**src/rtl/agc_pkg.sv**
```systemverilog
// Shared helpers for the AGC saturation monitoring path: count width sizing
// and the integer-field codes the fixed-point cast produces on saturation.
package agc_pkg;

    function automatic int cnt_width(input int window_log2, input int parallel);
        return window_log2 + $clog2(parallel) + 1;
    endfunction

    // Positive saturation integer field: sign clear, all magnitude bits set.
    function automatic logic [31:0] pos_sat_code(input int din_int);
        return (32'd1 << (din_int - 1)) - 32'd1;
    endfunction

    function automatic logic [31:0] neg_sat_code(input int din_int);
        return 32'd1 << (din_int - 1);
    endfunction

endpackage

```
**src/rtl/sat_lane_classify.sv**
```systemverilog
// Single-lane saturation classifier: flags a word whose integer field equals
// the positive or negative saturation code; fractional bits do not matter.
module sat_lane_classify
    import agc_pkg::*;
#(
    parameter int DIN_WIDTH = 16,
    parameter int DIN_INT   = 5
)(
    input  logic [DIN_WIDTH-1:0] din,
    output logic                 pos_sat,
    output logic                 neg_sat
);

    localparam logic [DIN_INT-1:0] POS_CODE = DIN_INT'(pos_sat_code(DIN_INT));
    localparam logic [DIN_INT-1:0] NEG_CODE = DIN_INT'(neg_sat_code(DIN_INT));

    logic [DIN_INT-1:0] int_field_s;
    logic               unused_frac_s;

    assign int_field_s   = din[DIN_WIDTH-1 -: DIN_INT];
    assign unused_frac_s = ^din[DIN_WIDTH-DIN_INT-1:0];
    assign pos_sat       = (int_field_s == POS_CODE);
    assign neg_sat       = (int_field_s == NEG_CODE);

endmodule

```
**src/rtl/sat_monitor.sv**
```systemverilog
// Counts positive/negative saturated lane samples per integration window and
// hands the per-window totals plus a threshold flag to AGC control.
module sat_monitor
    import agc_pkg::*;
#(
    parameter int  PARALLEL    = 4,
    parameter int  DIN_WIDTH   = 16,
    parameter int  DIN_INT     = 5,
    parameter int  WINDOW_LOG2 = 10,
    localparam int CNT_W       = cnt_width(WINDOW_LOG2, PARALLEL)
)(
    input  logic                          clk,
    input  logic                          rst_n,
    input  logic [DIN_WIDTH*PARALLEL-1:0] din,
    input  logic                          din_valid,
    input  logic                          clear,
    input  logic [CNT_W-1:0]              thresh,
    output logic [CNT_W-1:0]              pos_count,
    output logic [CNT_W-1:0]              neg_count,
    output logic                          over_thresh,
    output logic                          dout_valid,
    input  logic                          dout_ready,
    output logic                          overrun
);

    localparam int PC_W = $clog2(PARALLEL) + 1;
    localparam logic [WINDOW_LOG2-1:0] WIN_LAST = '1;

    logic [PARALLEL-1:0]    pos_flags_s, neg_flags_s;
    logic [PARALLEL-1:0]    pos_flags_r, neg_flags_r;
    logic                   s1_valid_r;
    logic [PC_W-1:0]        pos_pc_s, neg_pc_s;
    logic [PC_W-1:0]        pos_pc_r, neg_pc_r;
    logic                   s2_valid_r;
    logic [WINDOW_LOG2-1:0] win_cnt_r;
    logic [CNT_W-1:0]       pos_acc_r, neg_acc_r;
    logic [CNT_W-1:0]       pos_total_s, neg_total_s;
    logic                   window_done_s;
    logic                   over_s;

    for (genvar g = 0; g < PARALLEL; g++) begin : g_lane
        sat_lane_classify #(
            .DIN_WIDTH(DIN_WIDTH),
            .DIN_INT  (DIN_INT)
        ) u_classify (
            .din    (din[DIN_WIDTH*g +: DIN_WIDTH]),
            .pos_sat(pos_flags_s[g]),
            .neg_sat(neg_flags_s[g])
        );
    end

    // Per-beat popcount of the registered lane flags.
    always_comb begin
        pos_pc_s = '0;
        neg_pc_s = '0;
        for (int i = 0; i < PARALLEL; i++) begin
            pos_pc_s = pos_pc_s + PC_W'(pos_flags_r[i]);
            neg_pc_s = neg_pc_s + PC_W'(neg_flags_r[i]);
        end
    end

    // Window-end detection, running totals including the current beat, and threshold compare.
    always_comb begin
        window_done_s = s2_valid_r && (win_cnt_r == WIN_LAST);
        pos_total_s   = pos_acc_r + CNT_W'(pos_pc_r);
        neg_total_s   = neg_acc_r + CNT_W'(neg_pc_r);
        over_s        = ({1'b0, pos_total_s} + {1'b0, neg_total_s}) > {1'b0, thresh};
    end

    // Stages 1 and 2: lane flags, then popcounts; clear drops in-flight beats.
    always_ff @(posedge clk or negedge rst_n) begin
        if (!rst_n) begin
            pos_flags_r <= '0;
            neg_flags_r <= '0;
            s1_valid_r  <= 1'b0;
            pos_pc_r    <= '0;
            neg_pc_r    <= '0;
            s2_valid_r  <= 1'b0;
        end else if (clear) begin
            s1_valid_r  <= 1'b0;
            s2_valid_r  <= 1'b0;
        end else begin
            pos_flags_r <= pos_flags_s;
            neg_flags_r <= neg_flags_s;
            s1_valid_r  <= din_valid;
            pos_pc_r    <= pos_pc_s;
            neg_pc_r    <= neg_pc_s;
            s2_valid_r  <= s1_valid_r;
        end
    end

    // Window counter and accumulators advance on valid stage-2 beats only.
    always_ff @(posedge clk or negedge rst_n) begin
        if (!rst_n) begin
            win_cnt_r <= '0;
            pos_acc_r <= '0;
            neg_acc_r <= '0;
        end else if (clear) begin
            win_cnt_r <= '0;
            pos_acc_r <= '0;
            neg_acc_r <= '0;
        end else if (s2_valid_r) begin
            win_cnt_r <= win_cnt_r + 1'b1;
            if (window_done_s) begin
                pos_acc_r <= '0;
                neg_acc_r <= '0;
            end else begin
                pos_acc_r <= pos_total_s;
                neg_acc_r <= neg_total_s;
            end
        end
    end

    // Result register and handshake; a new result always wins over acceptance.
    always_ff @(posedge clk or negedge rst_n) begin
        if (!rst_n) begin
            pos_count   <= '0;
            neg_count   <= '0;
            over_thresh <= 1'b0;
            dout_valid  <= 1'b0;
            overrun     <= 1'b0;
        end else if (clear) begin
            dout_valid  <= 1'b0;
            overrun     <= 1'b0;
        end else if (window_done_s) begin
            pos_count   <= pos_total_s;
            neg_count   <= neg_total_s;
            over_thresh <= over_s;
            dout_valid  <= 1'b1;
            if (dout_valid && !dout_ready) begin
                overrun <= 1'b1;
            end
        end else if (dout_valid && dout_ready) begin
            dout_valid  <= 1'b0;
        end
    end

endmodule

```
**config.mk**
```make
export PLATFORM = sky130hd
export DESIGN_NAME = sat_monitor
export DESIGN_NICKNAME = d
export VERILOG_FILES = /design/src/rtl/agc_pkg.sv /design/src/rtl/sat_lane_classify.sv /design/src/rtl/sat_monitor.sv
export SDC_FILE = /design/constraint.sdc
export NUM_CORES = 1
export LEC_CHECK = 0
export BUFFER_PORTS_ARGS = -buffer_cell sky130_fd_sc_hd__buf_4
export CAP_MARGIN = 20
export CELL_PAD_IN_SITES_DETAIL_PLACEMENT = 0
export CELL_PAD_IN_SITES_GLOBAL_PLACEMENT = 1
export CORE_MARGIN = 2
export CORE_UTILIZATION = 38
export DETAILED_ROUTE_END_ITERATION = 7
export PLACE_DENSITY_LB_ADDON = 0.1
export RECOVER_POWER = 50
export SETUP_SLACK_MARGIN = 0.4
export SKIP_CTS_REPAIR_TIMING = 1
export SLEW_MARGIN = 0
export SYNTH_ARGS = -nofsm -noshare
export SYNTH_HDL_FRONTEND = slang
export SYNTH_SLANG_ARGS = --single-unit
```
**constraint.sdc**
```tcl
create_clock -name clk -period 3.9 [get_ports clk]
set_clock_uncertainty 0.2 [all_clocks]
set_input_delay 0.39 -clock clk [delete_from_list [all_inputs] [get_ports clk]]
set_output_delay 0.39 -clock clk [all_outputs]
set_load 0.01 [all_outputs]
```
==> metrics.cfg, run 1 <==
[worst_setup_path]
r2r_start = neg_acc_r[0]$_DFFE_PN0P_
cp.arrival_ns = 4.30
crit_type = flip-flop to flip-flop
critPathLaunchType = flip-flop
crit_start = neg_acc_r[0]$_DFFE_PN0P_
crit_fanout = 4
required_ns = 3.97
cp-end-kind = flip-flop

[timing]
fin_crit_sh_pct = 108
fin_crit_ns = 4.22
timing.slew.headroom_pct = -42.1
rsz0062_at_grt = true
tightest_slew_ns = 2.13
timing.hold.ws_ns = 0.0294
fin_setup_tns_ns = -0.325
finalHoldViolCount = 0
slew_viol_final = 41
fmax_mhz = 237
fin_ws_ns = -0.325
setup_viol = 1

[finish]
multi_input_area_mm2 = 0.00279
regArea_mm2 = 0.00203
fillers = 1248
final_layout_size_suffix_gt1_share_pct = 32.5
syn_to_final_growth_pct = 36.6
finalInstanceArea_mm2 = 0.00659
antenna_cells = 0
num-nets-final = 763

[cts]
clk_path_buf_depth = 2
cts.clk_slew.worst_paths_ns = 0.07
worstSkewPairLatency_ns = 0.34
htreeDepth = 3
cts-buffers-inserted = 9
clock_sinks = 81
cts-root-buf = clkbuf_16
cts_tree = yes

[grt]
antenna_found_initial = 0
overflow = 0
grt_pass1_wl_mm = 18.8
track_usage_pct = 18.0
grt_max_degree = 82
grt_pass1_vias = 3880

[power_and_ir_drop]
clkPwrFrac_pct = 48.8
pwr-share-seq_pct = 44.9
p_comb_share_pct = 6.3
switchingPower_mw = 0.431
internal_power_mw = 1.48
peakVddDrop_uv = 180
leakagePower_nw = 3.37
power.density_mw_per_mm2 = 291
switching_share_pct = 22.5

[run]
drv_cap = 1

[place]
portBuffers = 66
place_area_mm2 = 0.00613
post-dp-hpwl_mm = 8.67
post-place-ws_ns = -0.468
gp_congestion = 0.780

[yosys]
syn_area_per_cell_um2 = 9.99
netlist_area_mm2 = 0.00482
yosys.area.top_type = dfrtp_1
ys_top_cells_by_count = dfrtp_1, nand2_1, nor2_1, ha_1, inv_1
synthCells = 483
synth-seq-cells = 81
synth_nets = 607
synth_area_leaders = dfrtp_1, ha_1, mux2_2
seq_area_frac_synth_pct = 42.0
netlist.area_leader.share_pct = 42.0
yosysUniqueCellTypes = 54
yosys_warnings = 0
yosysMostFrequentCell = dfrtp_1
ys_async_sr_fraction_pct = 100
synth_ff_type = dfrtp_1
synth_edf_count = 0

[die]
die_h_um = 117
pin_count = 111
row_count = 41
die-area_mm2 = 0.0136
core_mm2 = 0.0125
start_util_pct = 38.5
fp.dieW_um = 117

[status]
violations = capacitance limit, slew limit, setup timing
outcome = finished with violations

[hold_path]
hp-start = din[63]
hold_path_class = primary input to flip-flop

[detailed_routing]
drtAntennaViolNets = 0
drtPass1Iterations = 4
wire_per_inst_um = 14.3
via_per_inst = 4.86
wl_mm = 11.7
drtIter0Drc = 156
vias = 3963
drc = 0

==> kinds of logic (layout without fill, tap and decap cells) <==
family | Yosys count | in the layout | share of synthesized area, %
AO/OA/AOI/OAI | 101 | 101 | 13.7
XOR/XNOR | 40 | 40 | 8.19
adder cells (fa/ha/maj) | 42 | 42 | 11.7
buffers and inverters | 51 | 212 | 4.05
flip-flops | 81 | 81 | 42.0
multiplexers | 24 | 24 | 5.58
AND/OR/NAND/NOR | 144 | 144 | 14.8
==> cell type report <==
class,count,area share (%)
clock buffer,10,3.63
clock inverter,6,1.35
inverter,37,2.11
multi-input combinational,351,42.3
sequential,81,30.8
tap,172,3.27
timing repair buffer,159,16.6
==> power by group through the flow <==
stage                     clock network (mW)  registers, mW  logic, mW
after detailed placement                   0          0.876      0.123
after global routing                    1.00          0.861      0.137
after global placement                     0          0.875      0.121
after floorplan                            0          0.875     0.0487
final                                  0.936          0.860      0.120
after CTS                              0.963          0.860      0.124
==> through the flow <==
step                utilization (%)  std cells  power (mW)
floorplan                         -        483       0.924
global placement               49.0        789       0.996
detailed placement             49.0        789       0.999
CTS                            51.6        805        1.95
global route                   52.6        816        2.00
finish                         52.6        816        1.92
==> placed cells by master (no fill, tap or decap), types with 6 or more instances in the layout <==
| cell | instances |
|---|---|
| clkbuf_16 | 9 |
| nand4_1 | 10 |
| nor2_1 | 38 |
| ha_1 | 33 |
| xnor2_1 | 8 |
| o21ai_0 | 29 |
| a22o_1 | 11 |
| nand2_1 | 47 |
| inv_1 | 37 |
| mux2_2 | 23 |
| nand3_1 | 9 |
| xor2_1 | 21 |
| dfrtp_1 | 81 |
| buf_4 | 121 |
| clkbuf_1 | 30 |
| o31ai_1 | 6 |
| a21oi_1 | 22 |
==> final timing paths <==
kind / end / slack, ns / depth (start not counted)
worst max register to register: over_thresh$_DFFE_PN0P_ / -0.32 / 21
min in group asynchronous: neg_count[4]$_DFFE_PN0P_ / 1.01 / 2
max in group asynchronous: neg_acc_r[9]$_DFFE_PN0P_ / 0.58 / 3
worst min-delay path: pos_flags_r[3]$_DFFE_PN0N_ / 0.03 / 2
worst max-delay path: over_thresh$_DFFE_PN0P_ / -0.32 / 21
worst min register to register: s2_valid_r$_DFF_PN0_ / 0.26 / 1
==> critical path: stages, from the launching register on <==
cell,delay [ns]
dfrtp_1,0.41
ha_4,0.19
fa_2,0.39
a21o_4,0.24
nand2_4,0.09
buf_6,0.10
nor2_1,0.05
xor2_1,0.14
buf_4,0.16
ha_4,0.26
a21o_1,0.16
nor3b_1,0.07
a221o_1,0.38
a2111oi_4,0.34
ha_1,0.31
nand4_1,0.08
nor2_1,0.06
nand3_1,0.06
o21ai_1,0.06
a31oi_1,0.22
nor2_1,0.06
o2bb2ai_1,0.14
==> per-layer routing <==
| layer | up-vias | share of wire, % | GRT usage, % |
|---|---|---|---|
| met3 | 16 | 3.8 | 3.68 |
| met4 | 0 | 1.7 | 5.88 |
| met2 | 77 | 48 | 30.4 |
| met1 | 1875 | 46 | 23.3 |
| li1 | 1995 | - | - |
| met5 | - | 0 | 0 |
==> registers in the layout (all words and copies together) (netlist names), 3 cells and up <==
register,cells
neg_acc_r,13
neg_count,13
pos_acc_r,13
pos_count,13
win_cnt_r,10
neg_flags_r,4
pos_flags_r,4
neg_pc_r,3
pos_pc_r,3
No activity file was read; power rests on OpenSTA's default activity.
==> run 2, diff against run 1 <==
--- a/config.mk
+++ b/config.mk
@@ -10,12 +10,14 @@
 export CELL_PAD_IN_SITES_DETAIL_PLACEMENT = 0
 export CELL_PAD_IN_SITES_GLOBAL_PLACEMENT = 1
 export CORE_MARGIN = 2
-export CORE_UTILIZATION = 38
+export CORE_UTILIZATION = 30
 export DETAILED_ROUTE_END_ITERATION = 7
+export GPL_TIMING_DRIVEN = 0
 export PLACE_DENSITY_LB_ADDON = 0.1
 export RECOVER_POWER = 50
 export SETUP_SLACK_MARGIN = 0.4
 export SKIP_CTS_REPAIR_TIMING = 1
+export SKIP_LAST_GASP = 1
 export SLEW_MARGIN = 0
 export SYNTH_ARGS = -nofsm -noshare
 export SYNTH_HDL_FRONTEND = slang
==> run 2 against run 1 <==
Compared with the run above: the run still ends with capacitance limit, slew limit, setup timing left; critical path depth shrank 1; die area up 26%; worst setup slack gained 0.086 ns; via count is 4.3% lower; largest cell class unchanged; register-to-register slack gained 0.09 ns; global-route usage is 3.4 points lower; non-clock buffer count decreased by 54; final cell count down 1.2%; first-iteration DRC count down 25%.
==> metrics.cfg, run 2 (synthesized netlist as in run 1, its figures left out) <==
[grt]
antenna_found_initial = 0
overflow = 0
grt_pass1_vias = 3691
track_usage_pct = 14.7
grt_pass1_wl_mm = 19.0
grt_max_degree = 82

[power_and_ir_drop]
p_total_mw = 1.91
pwr-share-seq_pct = 45.0
switchingPower_mw = 0.437
peakVddDrop_uv = 216
leakagePower_nw = 3.11
power.density_mw_per_mm2 = 300
internal_power_mw = 1.47
clkPwrFrac_pct = 48.4
p_comb_share_pct = 6.5
switching_share_pct = 22.9

[detailed_routing]
drtAntennaViolNets = 0
via_per_inst = 4.71
wl_mm = 12.0
drtIter0Drc = 117
wire_per_inst_um = 14.9
drc = 0
vias = 3794
drtPass1Iterations = 6

[timing]
fin_crit_ns = 4.14
tightest_slew_ns = 1.72
fmax_mhz = 242
rsz0062_at_grt = true
fin_setup_tns_ns = -0.239
slew_viol_final = 67
fin_ws_ns = -0.239
setup_viol = 1
fin_crit_sh_pct = 106
finalHoldViolCount = 0
timing.slew.headroom_pct = -14.5

[place]
portBuffers = 66
gp_congestion = 0.765
post-place-ws_ns = -0.589
place_area_mm2 = 0.00563
post-dp-hpwl_mm = 8.81

[cts]
cts-root-buf = clkbuf_16
cts-buffers-inserted = 9
cts.clk_slew.worst_paths_ns = 0.06
cts_tree = yes
clk_path_buf_depth = 2
clock_sinks = 81
worstSkewPairLatency_ns = 0.35
htreeDepth = 3

[die]
die-area_mm2 = 0.0171
row_count = 46
die_h_um = 131
start_util_pct = 30.5
pin_count = 111
core_mm2 = 0.0158
fp.dieW_um = 131

[worst_setup_path]
crit_fanout = 4
crit_type = flip-flop to flip-flop
cpMaxStageDelayCell = dfrtp_1
critPathLaunchType = flip-flop
required_ns = 3.97
crit_top_cell = ha_1
path_buf_inv = 2
cp.arrival_ns = 4.21
cp-end-kind = flip-flop
crit_chain = ha_2, fa_2, a21oi_4, nor3_4, buf_4, xnor2_4, inv_1, ha_1, a21oi_1, nor3b_1, a221o_1, a2111oi_4, ha_1, nand4_1, nor2_2, nand3_1, o21ai_1, a31oi_1, nor2_1, o2bb2ai_1
cp_top_family = compound AO/OA/AOI/OAI gates
max_stage_delay_ns = 0.40

[finish]
layout_common_cells = dfrtp_1, buf_4, nand2_1, inv_1, nor2_1
mostFrequentLayoutCell = dfrtp_1
finalInstanceArea_mm2 = 0.00636
antenna_cells = 0
final_layout_size_suffix_gt1_share_pct = 30.0
syn_to_final_growth_pct = 31.8
num-nets-final = 709

[status]
violations = capacitance limit, slew limit, setup timing
outcome = finished with violations

[run]
drv_cap = 1

[hold_path]
hold_path_class = primary input to flip-flop

[run 2: cell count changes in the layout (fill, tap and decap cells not counted), sizes merged]
| cell | delta |
|---|---|
| clkbuf | -8 |
| clkinv | +1 |
| buf | -46 |
| clkinvlp | -1 |
[run 2: area by class of cell]
cell class	count	area, µm²
buffer	14	56.3
clock buffer	10	229
clock inverter	6	90.1
fill	1633	9470
inverter	37	139
multi-input combinational	351	2920
sequential	81	2030
tap	216	270
timing repair buffer	91	631
[run 2: per-layer routing]
| metal | wire length, µm | share of wire (%) | global-route usage (%) | vias up |
|---|---|---|---|---|
| met4 | 204 | 1.7 | 4.88 | 0 |
| met2 | 5930 | 49 | 24.9 | 71 |
| met1 | 5380 | 45 | 18.6 | 1822 |
| met3 | 491 | 4.1 | 3.14 | 13 |
| met5 | 0 | 0 | 0 | - |
| li1 | - | - | - | 1888 |
[run 2: power by group through the flow]
stage,Clock [mW],Combinational (mW),Sequential (mW)
after floorplan,0,0.0487,0.875
after global routing,0.990,0.143,0.860
after global placement,0,0.126,0.874
after CTS,0.962,0.128,0.858
after detailed placement,0,0.128,0.875
final,0.924,0.124,0.859
[run 2: worst paths after layout]
path	to	slack, ns	cells past startpoint	startpoint
setup reg to reg	over_thresh$_DFFE_PN0P_	-0.24	20	pos_pc_r[0]$_DFFE_PN0N_
min in group asynchronous	neg_count[1]$_DFFE_PN0P_	0.46	2	rst_n
max in group asynchronous	pos_count[9]$_DFFE_PN0P_	0.86	3	rst_n
hold reg to reg	s2_valid_r$_DFF_PN0_	0.27	1	s1_valid_r$_DFF_PN0_
hold / removal	pos_flags_r[1]$_DFFE_PN0N_	0.02	2	din[31]
setup / recovery	over_thresh$_DFFE_PN0P_	-0.24	20	pos_pc_r[0]$_DFFE_PN0N_
[run 2: through the flow]
| step | hold WS, ns | cells | utilization, % |
|---|---|---|---|
| floorplan | -0.106 | 483 | - |
| global placement | 0.253 | 765 | 35.5 |
| detailed placement | 0.265 | 765 | 35.5 |
| CTS | 0.00849 | 781 | 37.6 |
| global route | 0.0179 | 806 | 40.2 |
| finish | 0.0225 | 806 | 40.2 |
